==> src/rtl/serial_adder_fsm_if.sv <==
// Bus bundle for serial_adder_fsm: operand/control inputs and result outputs.
// Macro SERIAL_ADDER_SUB_MODE_EN adds the sub control signal.
interface serial_adder_fsm_if #(
  parameter int unsigned WIDTH = 8
);
  logic             start;
  logic             rst;
  logic [WIDTH-1:0] a;
  logic [WIDTH-1:0] b;
  logic             cin;
`ifdef SERIAL_ADDER_SUB_MODE_EN
  logic             sub;
`endif
  logic [WIDTH-1:0] sum;
  logic             cout;
  logic             ovf;
  logic             busy;
  logic             done;

  // Requester side: drives operands and control, observes the result.
  modport master (
`ifdef SERIAL_ADDER_SUB_MODE_EN
    output sub,
`endif
    output start, rst, a, b, cin,
    input  sum, cout, ovf, busy, done
  );

  // Adder side.
  modport slave (
`ifdef SERIAL_ADDER_SUB_MODE_EN
    input  sub,
`endif
    input  start, rst, a, b, cin,
    output sum, cout, ovf, busy, done
  );
endinterface

==> src/rtl/serial_adder_fsm.sv <==
// Bit-serial adder: one operand bit per cycle, LSB first, result shifted in
// at the MSB of sum. Macro SERIAL_ADDER_SUB_MODE_EN adds a subtract mode
// (a - b computed as a + ~b + 1, cout=1 meaning no borrow).
module serial_adder_fsm #(
  parameter int unsigned WIDTH = 8
) (
  input logic              CLK,
  input logic              NRST,
  serial_adder_fsm_if.slave bus
);

  localparam int unsigned CW = (WIDTH > 1) ? $clog2(WIDTH) : 1;
  localparam logic [CW-1:0] LAST = CW'(WIDTH - 1);

  typedef enum logic [1:0] {
    IDLE = 2'd0,
    ADD  = 2'd1,
    DONE = 2'd2
  } state_t;

  state_t           state;
  state_t           state_d;
  logic [WIDTH-1:0] a_q;
  logic [WIDTH-1:0] b_q;
  logic             c_q;
  logic [CW-1:0]    cnt;
  logic [WIDTH-1:0] sum_q;
  logic             cout_q;
  logic             ovf_q;
  logic             busy_q;
  logic             done_q;

  logic             accept_c;
  logic             last_c;
  logic             bit_s_c;
  logic             bit_c_c;
  logic [WIDTH-1:0] b_eff_c;
  logic             cin_eff_c;

  // Operand/carry selection at capture time (invert b and force carry for subtract).
`ifdef SERIAL_ADDER_SUB_MODE_EN
  assign b_eff_c   = bus.sub ? ~bus.b : bus.b;
  assign cin_eff_c = bus.sub ? 1'b1 : bus.cin;
`else
  assign b_eff_c   = bus.b;
  assign cin_eff_c = bus.cin;
`endif

  // Full-adder slice on the current LSBs of the shifting operand registers.
  assign bit_s_c = a_q[0] ^ b_q[0] ^ c_q;
  assign bit_c_c = (a_q[0] & b_q[0]) | (c_q & (a_q[0] ^ b_q[0]));

  // Next-state logic; synchronous rst overrides everything, including start.
  always_comb begin
    state_d  = state;
    accept_c = 1'b0;
    last_c   = 1'b0;
    case (state)
      IDLE: begin
        if (!bus.rst && bus.start) begin
          state_d  = ADD;
          accept_c = 1'b1;
        end
      end
      ADD: begin
        last_c = (cnt == LAST);
        if (bus.rst) begin
          state_d = IDLE;
        end else if (last_c) begin
          state_d = DONE;
        end
      end
      DONE: begin
        state_d = IDLE;
      end
      default: begin
        state_d = IDLE;
      end
    endcase
  end

  // State register plus registered busy/done decoded from the next state.
  always_ff @(posedge CLK or negedge NRST) begin
    if (!NRST) begin
      state  <= IDLE;
      busy_q <= 1'b0;
      done_q <= 1'b0;
    end else begin
      state  <= state_d;
      busy_q <= (state_d == ADD);
      done_q <= (state_d == DONE);
    end
  end

  // Datapath: capture, per-bit add/shift, final carry/overflow latch.
  always_ff @(posedge CLK or negedge NRST) begin
    if (!NRST) begin
      a_q    <= '0;
      b_q    <= '0;
      c_q    <= 1'b0;
      cnt    <= '0;
      sum_q  <= '0;
      cout_q <= 1'b0;
      ovf_q  <= 1'b0;
    end else if (bus.rst) begin
      cnt    <= '0;
      sum_q  <= '0;
      cout_q <= 1'b0;
      ovf_q  <= 1'b0;
    end else if (accept_c) begin
      a_q   <= bus.a;
      b_q   <= b_eff_c;
      c_q   <= cin_eff_c;
      cnt   <= '0;
      sum_q <= '0;
    end else if (state == ADD) begin
      sum_q <= {bit_s_c, sum_q[WIDTH-1:1]};
      a_q   <= a_q >> 1;
      b_q   <= b_q >> 1;
      c_q   <= bit_c_c;
      if (last_c) begin
        cout_q <= bit_c_c;
        ovf_q  <= bit_c_c ^ c_q;
      end else begin
        cnt <= cnt + CW'(1);
      end
    end
  end

  assign bus.sum  = sum_q;
  assign bus.cout = cout_q;
  assign bus.ovf  = ovf_q;
  assign bus.busy = busy_q;
  assign bus.done = done_q;

endmodule

==> src/flat_wrapper.sv <==
// flat-port wrapper written by rule: the top's interface ports become plain ports
module serial_adder_fsm_flat 
#(
  parameter int unsigned WIDTH = 8
)
  (CLK, NRST, bus_start, bus_rst, bus_a, bus_b, bus_cin, bus_sum, bus_cout, bus_ovf, bus_busy, bus_done);
  serial_adder_fsm_if #(.WIDTH(WIDTH)) bus_i ();
  input logic CLK;
  input logic NRST;
  input wire logic [$bits(bus_i.start)-1:0] bus_start;
  input wire logic [$bits(bus_i.rst)-1:0] bus_rst;
  input wire logic [$bits(bus_i.a)-1:0] bus_a;
  input wire logic [$bits(bus_i.b)-1:0] bus_b;
  input wire logic [$bits(bus_i.cin)-1:0] bus_cin;
  output wire logic [$bits(bus_i.sum)-1:0] bus_sum;
  output wire logic [$bits(bus_i.cout)-1:0] bus_cout;
  output wire logic [$bits(bus_i.ovf)-1:0] bus_ovf;
  output wire logic [$bits(bus_i.busy)-1:0] bus_busy;
  output wire logic [$bits(bus_i.done)-1:0] bus_done;
  assign bus_i.start = bus_start;
  assign bus_i.rst = bus_rst;
  assign bus_i.a = bus_a;
  assign bus_i.b = bus_b;
  assign bus_i.cin = bus_cin;
  assign bus_sum = bus_i.sum;
  assign bus_cout = bus_i.cout;
  assign bus_ovf = bus_i.ovf;
  assign bus_busy = bus_i.busy;
  assign bus_done = bus_i.done;
  serial_adder_fsm #(.WIDTH(WIDTH)) u_core (.CLK(CLK), .NRST(NRST), .bus(bus_i));
endmodule
==> config.mk <==
export PLATFORM = sky130hd
export DESIGN_NAME = serial_adder_fsm_flat
export DESIGN_NICKNAME = d
export VERILOG_FILES = /design/src/rtl/serial_adder_fsm_if.sv /design/src/rtl/serial_adder_fsm.sv /design/src/flat_wrapper.sv
export SDC_FILE = /design/constraint.sdc
export NUM_CORES = 1
export LEC_CHECK = 0
export ABC_AREA = 0
export ABC_CLOCK_PERIOD_IN_PS = 1400
export CORE_UTILIZATION = 44
export CTS_CLUSTER_DIAMETER = 80
export CTS_CLUSTER_SIZE = 20
export DETAILED_ROUTE_END_ITERATION = 7
export PLACE_DENSITY = 0.75
export SETUP_SLACK_MARGIN = 0.1
export SKIP_CTS_REPAIR_TIMING = 1
export SLEW_MARGIN = 0
export SYNTH_ARGS = -nofsm -noshare
export SYNTH_HDL_FRONTEND = slang
export SYNTH_SLANG_ARGS = --single-unit
==> constraint.sdc <==
create_clock -name CLK -period 1.4 [get_ports CLK]
set_input_delay 0.35 -clock CLK [delete_from_list [all_inputs] [get_ports CLK]]
set_output_delay 0.35 -clock CLK [all_outputs]
set_load 0.02 [all_outputs]
==> results of run 1 <==
layout make-up:
type	count	area, µm²
clock buffers	7	55.05
clock inverters	1	5.005
fillers	257	979.7
inverters	1	3.754
multi-input cells	74	656.9
flip-flops and latches	34	853.3
well taps	44	55.05
repair buffers	52	494.2
synth_stat cells, drive strengths merged (2+ instances only):
cell   instances
dfrtp         34
a22o          23
a21o          13
o21ai          7
buf            6
mux2i          4
nor2           4
a21oi          3
and2           3
nand2          3
ha             2
nand4          2
power groups by stage:
| stage | Sequential, W | Combinational, W | Clock [W] |
|---|---|---|---|
| final | 0.00122 | 0.000515 | 0.000560 |
| after CTS | 0.00122 | 0.000465 | 0.000578 |
| after global routing | 0.00124 | 0.000555 | 0.000625 |
| after detailed placement | 0.00124 | 0.000465 | 0 |
| after floorplan | 0.00123 | 0.000287 | 0 |
| after global placement | 0.00123 | 0.000442 | 0 |
per-stage QoR:
stage | total power [W] | cell area (µm²) | setup WS [ps] | instances | hold slack, ps
2_1_floorplan | 0.001517 | 1546 | -56.96 | 114 | 54.41
3_3_place_gp | 0.001674 | 1957 | -455.9 | 195 | 461.5
3_5_place_dp | 0.001706 | 1957 | -485.8 | 195 | 465.6
4_1_cts | 0.002265 | 2017 | -297.8 | 203 | 368.4
5_1_grt | 0.002417 | 2123 | -151.3 | 213 | 361.4
6_report | 0.002299 | 2123 | -102.4 | 213 | 372.9
logic make-up after synthesis:
kind of cell / count (synthesis)
buf+inv: 7
fa+ha+maj: 3
xor+xnor: 1
simple gates: 17
mux: 4
compound gates: 48
flops: 34
worst paths after layout:
| path | endpoint | cells past startpoint |
|---|---|---|
| min in group CLK | u_core.a_q[5] | 1 |
| max reg2reg | u_core.cnt[0] | 5 |
| min | u_core.bus.done | 2 |
| max in group asynchronous | u_core.state[0] | 2 |
| max | u_core.cnt[0] | 5 |
| min reg2reg | u_core.a_q[5] | 1 |
metal layers:
layer	track usage [%]	up-vias	share of wire, %
li1	-	541	-
met1	20.63	571	41
met2	29.52	36	54
met3	4.762	0	5.3
met4	13.29	0	0
met5	0	-	0
registers in the layout, indices dropped and copies added, names as in the netlist:
signal and cells:
u_core.bus.cout 1, u_core.cnt 3, u_core.bus.sum 8, u_core.bus.ovf 1
u_core.bus.busy 1, u_core.a_q 8, u_core.state 2, u_core.b_q 8
u_core.bus.done 1, u_core.c_q 1
==> impl_metrics.py, run 1 <==
metrics = {
    "power_and_ir_drop": {
        "power_density_nw_per_um2": 1083,
        "share_seq_of_total_power_pct": 53.3,
        "worst_vdd_drop_mv": 0.5679,
        "clock_power_share_pct": 24.3,
        "p_comb_share_pct": 22.4,
        "power.internal_w": 0.001666,
        "swShare_pct": 27.52,
        "leakage_nw": 1.094,
        "power.switching_w": 0.0006326,
    },
    "grt": {
        "track_usage_pct": 18.20,
        "largest_net_degree_at_the_start_of_global_routing": 35,
        "first_global_vias": 1112,
        "grt_first_pass_wirelength_um": 4657,
        "grt-ovfl-total": 0,
        "antenna_found_initial": 0,
    },
    "finish": {
        "most_common_cell_after_layout_fill_and_taps_aside": "dfrtp_1",
        "final_cell_mix": "dfrtp_1, a22o_1, clkdlybuf4s50_1, a21o_1, buf_4",
        "finalCoreUtilization_pct": 68.43,
        "finish.net_count": 192,
        "post_route_cells_drive_above_1_share_pct": 33.14,
        "insertedDiodeCount": 0,
        "layout-area-overhead-vs-synth_pct": 44.80,
    },
    "setup_path": {
        "endpoint_class_of_the_critical_path": "register",
        "crit_path_top_delay_cell": "dfrtp_1",
        "critical_path_arrival_ps": 1770,
        "crit_type": "register to register",
        "worst_setup_path_start_kind": "register",
        "worstReg2RegStart": "u_core.cnt[0]",
        "critical_path_required_ps": 1670,
        "worstPathBufferInverterCount": 0,
        "setup.worst_path.start": "u_core.cnt[0]",
        "worst-r2r-setup-slack_ps": -100,
        "cp_top_family": "simple AND/OR/NAND/NOR gates",
        "timing.critical_path.slowest_cell_delay_ps": 410,
        "worstPathCellList": "ha_2 > ha_4 > and2_4 > or4_4 > a21oi_2",
        "worstPathMaxFanout": 3,
    },
    "drt": {
        "drt-total-wl_um": 3281,
        "viasPerCell": 5.390,
        "postRouteAntennaNets": 0,
        "detailedRoute.firstPassIterationCount": 4,
        "dr_total_vias": 1148,
        "remaining_drc_errors": 0,
        "detail_route.iter0.violations": 47,
        "wl_per_cell_um": 15.40,
    },
    "yosys": {
        "post_synthesis_simple_gate_area_fraction_pct": 7.935,
        "syn_inst": 114,
        "syn_avg_cell_area_um2": 12.86,
        "synth_warnings": 0,
        "async_reset_ff_share_pct": 100.0,
        "netlist_area_um2": 1466,
        "library_cell_occupying_the_most_area_in_the_post_synthesis_netlist": "dfrtp_1",
        "synth.mux.area_fraction_pct": 2.730,
        "post-synth-top-area-fraction_pct": 58.02,
        "synth.area.top_cells": "dfrtp_1, a22o_1, a21o_1",
        "ys_dominant_reg_cell": "dfrtp_1",
        "synth_top_family_by_area": "compound AO/OA/AOI/OAI gates",
        "synth-xor-area-share_pct": 0.5973,
        "synth_sequential_area_ratio_pct": 58.02,
        "yosysUniqueCellTypes": 24,
        "synth_fp_nets": 138,
        "share_of_the_synthesized_area_in_compound_gates_ao_oa_aoi_oai_pct": 25.00,
        "ys_ff_latch": 34,
        "synthAdderAreaFrac_pct": 3.072,
        "synth_edf_count": 0,
    },
    "sta": {
        "timing_hold_violations_final": 0,
        "max_slew.worst_pin.slew_ps": 268.1,
        "timing.setup.tns_ps": -229.3,
        "period_minus_ws_final_ps": 1502,
        "unrepaired_setup_endpoints_after_global_routing": "true",
        "slew_headroom_pct": 82.11,
        "final-max-slew-violation-count": 0,
        "achievable-frequency_ghz": 0.6656,
        "setup_viol": 7,
        "final.period_utilization_pct": 107.3,
        "finalWorstSetupSlack_ps": -102.4,
        "clock_skew_ps": 8.719,
    },
    "outcome": {
        "violated_checks": "negative setup slack",
        "status": "finished with violations",
    },
    "cts": {
        "clock-root-buffer": "clkbuf_4",
        "clock_tree.htree_level_count": 2,
        "clock_tree_from_tritoncts": "yes",
        "maximum_root_to_sink_buffer_count": 2,
        "numCtsBuffers": 5,
        "clock-sinks": 34,
        "cts.reportedPaths.clkPinSlew_ps": 100,
        "clock_latency_ps": 340,
    },
    "floorplan": {
        "die_area_um2": 3568,
        "chipWidth_um": 59.73,
        "std_cell_rows": 20,
        "boundaryPins": 33,
        "floorplan.core_area_um2": 3103,
        "die_h_um": 59.73,
        "start_util_pct": 47.26,
    },
    "placed_design": {
        "buffer_ports.inserted": 32,
        "detailed_place_hpwl_um": 2065,
        "finalWeightedCongestion": 0.7125,
    },
    "hold_path": {
        "holdCritPathClass": "input pin to asynchronous set/reset pin",
    },
    "job": {
        "drv.max_cap_violation_count": 0,
    },
}
Power figures use the tool's default switching activity.
==> run 2: changes to the inputs <==
--- a/config.mk
+++ b/config.mk
@@ -8,4 +8,4 @@
 export ABC_AREA = 0
-export ABC_CLOCK_PERIOD_IN_PS = 1400
-export CORE_UTILIZATION = 44
+export ABC_CLOCK_PERIOD_IN_PS = 1450
+export CORE_UTILIZATION = 49
 export CTS_CLUSTER_DIAMETER = 80
@@ -13,3 +13,3 @@
 export DETAILED_ROUTE_END_ITERATION = 7
-export PLACE_DENSITY = 0.75
+export PLACE_DENSITY = 0.79
 export SETUP_SLACK_MARGIN = 0.1
==> constraint.sdc (replaced) <==
create_clock -name CLK -period 1.45 [get_ports CLK]
set_input_delay 0.2175 -clock CLK [delete_from_list [all_inputs] [get_ports CLK]]
set_output_delay 0.2175 -clock CLK [all_outputs]
set_load 0.02 [all_outputs]
==> run 2 against run 1 <==
Net effect: the flow finishes with violations (design-rule violations, negative setup slack); register-to-register slack improved by 30 ps; non-clock buffer count fell by 1; utilization rose by 9.2 points; clock-buffer cell count fell by 1; clock power rose by 26%.
==> impl_metrics.py, run 2 (synthesis results as in run 1) <==
metrics = {
    "grt": {
        "grt_first_pass_wirelength_um": 5002,
        "track_usage_pct": 21.06,
        "first_global_vias": 1104,
        "largest_net_degree_at_the_start_of_global_routing": 35,
        "grt-ovfl-total": 0,
        "antenna_found_initial": 0,
    },
    "finish": {
        "insertedDiodeCount": 0,
        "final_cell_mix": "dfrtp_1, a22o_1, clkdlybuf4s50_1, a21o_1, dlymetal6s2s_1",
        "finalCoreUtilization_pct": 77.61,
        "layout-area-overhead-vs-synth_pct": 48.46,
        "most_common_cell_after_layout_fill_and_taps_aside": "dfrtp_1",
        "finish.net_count": 191,
        "post_route_cells_drive_above_1_share_pct": 26.95,
        "post_layout_instance_count_excluding_filler_cells": 198,
    },
    "cts": {
        "clock-sinks": 34,
        "clock_latency_ps": 330,
        "clock_tree_from_tritoncts": "yes",
        "clock_tree.htree_level_count": 2,
        "maximum_root_to_sink_buffer_count": 2,
        "cts.reportedPaths.clkPinSlew_ps": 100,
        "clock-root-buffer": "clkbuf_4",
        "numCtsBuffers": 5,
    },
    "setup_path": {
        "worstReg2RegStart": "u_core.cnt[0]",
        "worstPathMaxFanout": 4,
        "endpoint_class_of_the_critical_path": "register",
        "critical_path_required_ps": 1700,
        "setup.worst_path.start": "u_core.cnt[0]",
        "worst_setup_path_start_kind": "register",
        "critical_path_arrival_ps": 1770,
        "crit_type": "register to register",
    },
    "power_and_ir_drop": {
        "power_density_nw_per_um2": 1097,
        "leakage_nw": 1.261,
        "worst_vdd_drop_mv": 0.9064,
    },
    "sta": {
        "unrepaired_setup_endpoints_after_global_routing": "true",
        "setup_viol": 2,
        "clock_skew_ps": 11.65,
        "achievable-frequency_ghz": 0.6582,
        "slew_headroom_pct": 69.76,
        "hold-worst-slack_ps": 253.6,
        "finalWorstSetupSlack_ps": -69.28,
        "period_minus_ws_final_ps": 1519,
        "final.period_utilization_pct": 104.8,
        "max_slew.worst_pin.slew_ps": 452.9,
        "timing_hold_violations_final": 0,
        "final-max-slew-violation-count": 0,
    },
    "floorplan": {
        "boundaryPins": 33,
        "std_cell_rows": 19,
        "die_h_um": 56.71,
        "floorplan.core_area_um2": 2805,
        "die_area_um2": 3215,
        "start_util_pct": 52.27,
        "chipWidth_um": 56.71,
    },
    "outcome": {
        "violated_checks": "design-rule violations, negative setup slack",
        "status": "finished with violations",
    },
    "hold_path": {
        "holdCritPathClass": "input pin to asynchronous set/reset pin",
    },
    "placed_design": {
        "finalWeightedCongestion": 0.7872,
        "place_inst": 183,
        "buffer_ports.inserted": 32,
        "detailed_place_hpwl_um": 2128,
    },
    "drt": {
        "detail_route.iter0.violations": 51,
        "detailedRoute.firstPassIterationCount": 6,
        "drt-total-wl_um": 3512,
        "viasPerCell": 5.995,
        "dr_total_vias": 1187,
        "remaining_drc_errors": 10,
        "postRouteAntennaNets": 0,
        "wl_per_cell_um": 17.74,
    },
    "job": {
        "drv.max_cap_violation_count": 0,
    },
}
==> run 2: cell types whose count changed in the layout (fill, tap and decap cells not counted), sizes merged <==
cell,delta
buf,-3
clkbuf,-9
bufinv,+1
clkinv,-1
dlymetal6s2s,+9
clkdlybuf4s50,+1
==> run 2: final cells by class <==
type | instances | area [µm²]
repair buffers | 51 | 543.0
clock buffers | 6 | 51.30
fillers | 168 | 628.1
flip-flops and latches | 34 | 853.3
inverters | 1 | 6.256
clock inverters | 1 | 30.03
multi-input cells | 74 | 654.4
well taps | 31 | 38.79
==> run 2: worst paths after layout <==
check	endpoint	slack, ps	cells after the start
setup / recovery	u_core.cnt[0]	-70	5
hold / removal	u_core.bus.busy	250	2
setup reg to reg	u_core.cnt[0]	-70	5
hold reg to reg	u_core.a_q[6]	490	1
max in group asynchronous	u_core.state[0]	1000	2
min in group CLK	u_core.cnt[2]	340	2
==> run 2: per-layer routing <==
layer	GRT usage, %	wire length [µm]
met1	25.45	1475
met3	7.604	177
met2	34.35	1797
met4	7.857	61
met5	0	0
==> run 2: stage by stage <==
step	TNS, ps	power, W	setup WS (ps)	instance area, µm²
2_1_floorplan	-6.977	0.001436	-6.977	1489
3_3_place_gp	-7260	0.001602	-305.3	1913
3_5_place_dp	-9209	0.001630	-388.2	1913
4_1_cts	-2412	0.002331	-125.4	1994
5_1_grt	-605.6	0.002503	-113.7	2177
6_report	-72.24	0.002388	-69.28	2177
==> run 2: critical path: stages, from the launching register on <==
cell and delay, ps:
dfrtp_1 400, ha_2 200, ha_4 160, and2_4 140, or4_4 410, a21oi_2 140
==> run 2: where the power goes <==
part | internal (W) | total, W | leakage [nW] | switching, W
combinational | 0.000287 | 0.000501 | 0.773 | 0.000214
clock | 0.000402 | 0.000708 | 0.0443 | 0.000306
sequential | 0.00108 | 0.00118 | 0.444 | 0.0000948
total | 0.00177 | 0.00239 | 1.26 | 0.000615
==> run 3: changes to the inputs <==
- ABC_CLOCK_PERIOD_IN_PS: 1450 -> 1400
- clock period: 1.45 -> 1.4 ns (I/O delays scaled with it)
==> run 3 against run 2 <==
Net effect: the run still ends with design-rule violations, negative setup slack left; sequential power up 3%; critical path type unchanged; routed wire length fell by 11%; worst hold slack got worse by 23 ps; register-to-register slack worse by 30 ps; non-clock buffer count is 3 lower; highest routed layer unchanged; cell count down 2.0%; global-route usage decreased by 2.1 points; total power is 3.5% higher; largest power group unchanged; final area is 0.86% lower; flip-flop and latch count unchanged; via count shrank 3.0%; critical path depth did not move.
==> impl_metrics.py, run 3 (synthesis results as in run 1) <==
metrics = {
    "power_and_ir_drop": {
        "power_density_nw_per_um2": 1145,
        "clock_power_share_pct": 29.5,
        "power.internal_w": 0.001845,
        "power.switching_w": 0.0006263,
        "worst_vdd_drop_mv": 0.7295,
        "leakage_nw": 1.247,
        "p_comb_share_pct": 21.0,
        "power_w": 0.002471,
        "share_seq_of_total_power_pct": 49.5,
        "swShare_pct": 25.34,
    },
    "setup_path": {
        "crit_path_top_delay_cell": "or4_4",
        "critical_path_cell_count": 5,
        "crit_type": "register to register",
        "worstPathCellList": "ha_2 > ha_4 > and2_4 > or4_4 > a21oi_2",
        "cp_top_family": "simple AND/OR/NAND/NOR gates",
        "endpoint_class_of_the_critical_path": "register",
        "worstReg2RegStart": "u_core.cnt[1]",
        "critical_path_required_ps": 1650,
        "timing.rr.end": "u_core.cnt[0]",
        "critical_path_arrival_ps": 1750,
        "worst-r2r-setup-slack_ps": -100,
        "reg2regPathDepth": 5,
        "timing.critical_path.slowest_cell_delay_ps": 410,
        "worstPathBufferInverterCount": 0,
        "worst_setup_path_start_kind": "register",
        "worstPathMaxFanout": 4,
    },
    "floorplan": {
        "std_cell_rows": 19,
        "die_area_um2": 3215,
        "floorplan.core_area_um2": 2805,
        "die_h_um": 56.71,
        "chipWidth_um": 56.71,
        "boundaryPins": 33,
        "start_util_pct": 52.27,
    },
    "sta": {
        "setup_viol": 2,
        "achievable-frequency_ghz": 0.6667,
        "timing_hold_violations_final": 0,
        "finalWorstSetupSlack_ps": -99.87,
        "timing.setup.tns_ps": -181.5,
        "max_slew.worst_pin.slew_ps": 432.5,
        "clock_skew_ps": 19.05,
        "slew_headroom_pct": 71.12,
        "unrepaired_setup_endpoints_after_global_routing": "true",
        "final.period_utilization_pct": 107.1,
        "final-max-slew-violation-count": 0,
        "period_minus_ws_final_ps": 1500,
    },
    "placed_design": {
        "finalWeightedCongestion": 0.8425,
        "buffer_ports.inserted": 32,
        "place_inst": 182,
        "detailed_place_hpwl_um": 1991,
        "placement.cell_area_um2": 1921,
    },
    "cts": {
        "clock-sinks": 34,
        "clock_tree_from_tritoncts": "yes",
        "maximum_root_to_sink_buffer_count": 2,
        "numCtsBuffers": 5,
        "clock_latency_ps": 340,
        "cts.reportedPaths.clkPinSlew_ps": 110,
        "clock_tree.htree_level_count": 2,
        "clock-root-buffer": "clkbuf_4",
    },
    "finish": {
        "finish.net_count": 187,
        "finalCoreUtilization_pct": 76.94,
        "post_route_cells_drive_above_1_share_pct": 23.31,
        "post_layout_instance_count_excluding_filler_cells": 194,
        "layout-area-overhead-vs-synth_pct": 47.18,
        "insertedDiodeCount": 0,
        "fin_area_um2": 2158,
        "final_cell_mix": "dfrtp_1, a22o_1, clkdlybuf4s50_1, a21o_1, dlymetal6s2s_1",
        "most_common_cell_after_layout_fill_and_taps_aside": "dfrtp_1",
    },
    "outcome": {
        "status": "finished with violations",
        "violated_checks": "design-rule violations, negative setup slack",
    },
    "grt": {
        "grt_first_pass_wirelength_um": 4574,
        "grt-ovfl-total": 0,
        "first_global_vias": 1084,
        "largest_net_degree_at_the_start_of_global_routing": 35,
        "track_usage_pct": 18.92,
        "antenna_found_initial": 0,
    },
    "drt": {
        "viasPerCell": 5.933,
        "detailedRoute.firstPassIterationCount": 6,
        "wl_per_cell_um": 16.05,
        "detail_route.iter0.violations": 70,
        "drt-total-wl_um": 3114,
        "postRouteAntennaNets": 0,
        "dr_total_vias": 1151,
        "remaining_drc_errors": 10,
    },
    "job": {
        "drv.max_cap_violation_count": 0,
    },
    "hold_path": {
        "holdCritPathClass": "input pin to asynchronous set/reset pin",
    },
}
==> run 3: power groups by stage <==
| stage | combinational (W) | clock, W | sequential (W) |
|---|---|---|---|
| global route | 0.000570 | 0.000770 | 0.00124 |
| floorplan | 0.000265 | 0 | 0.00123 |
| CTS | 0.000458 | 0.000740 | 0.00122 |
| finish | 0.000519 | 0.000729 | 0.00122 |
| detailed placement | 0.000457 | 0 | 0.00124 |
| global placement | 0.000439 | 0 | 0.00123 |
==> run 3: worst max path at each step <==
stage          slack (ps)       endpoint               from
2_1_floorplan         -60  u_core.cnt[0]      u_core.cnt[1]
3_3_place_gp         -350  u_core.cnt[2]            bus_rst
3_5_place_dp         -440  u_core.cnt[1]            bus_rst
4_1_cts              -170     bus_sum[4]  u_core.bus.sum[4]
5_1_grt              -160  u_core.cnt[0]      u_core.cnt[1]
6_report             -100  u_core.cnt[0]      u_core.cnt[1]
==> run 3: layout make-up <==
type / count / area (µm²)
clock buffers: 6 / 51.30
inverters: 1 / 3.754
well taps: 31 / 38.79
clock inverters: 1 / 30.03
multi-input cells: 73 / 635.6
fillers: 173 / 646.9
repair buffers: 48 / 545.5
flip-flops and latches: 34 / 853.3
==> run 3: worst reg2reg max path, stage by stage, from the launching register on <==
cell	delay [ps]
dfrtp_1	400
ha_2	190
ha_4	150
and2_4	140
or4_4	410
a21oi_2	130
==> run 3: per-stage QoR <==
step / hold WS, ps / worst slack [ps]
detailed placement: 469.6 / -437.7
global placement: 460.2 / -353.6
finish: 231.0 / -99.87
global route: 229.8 / -158.8
CTS: 234.0 / -167.0
floorplan: -85.59 / -56.98
==> run 3: per-layer routing <==
metal,part of all wire [%],track usage (%),vias up
met5,0,0,-
met4,1.3,7.500,0
met3,6.8,6.912,6
met2,50,32.65,42
met1,41,21.04,574
li1,-,-,529
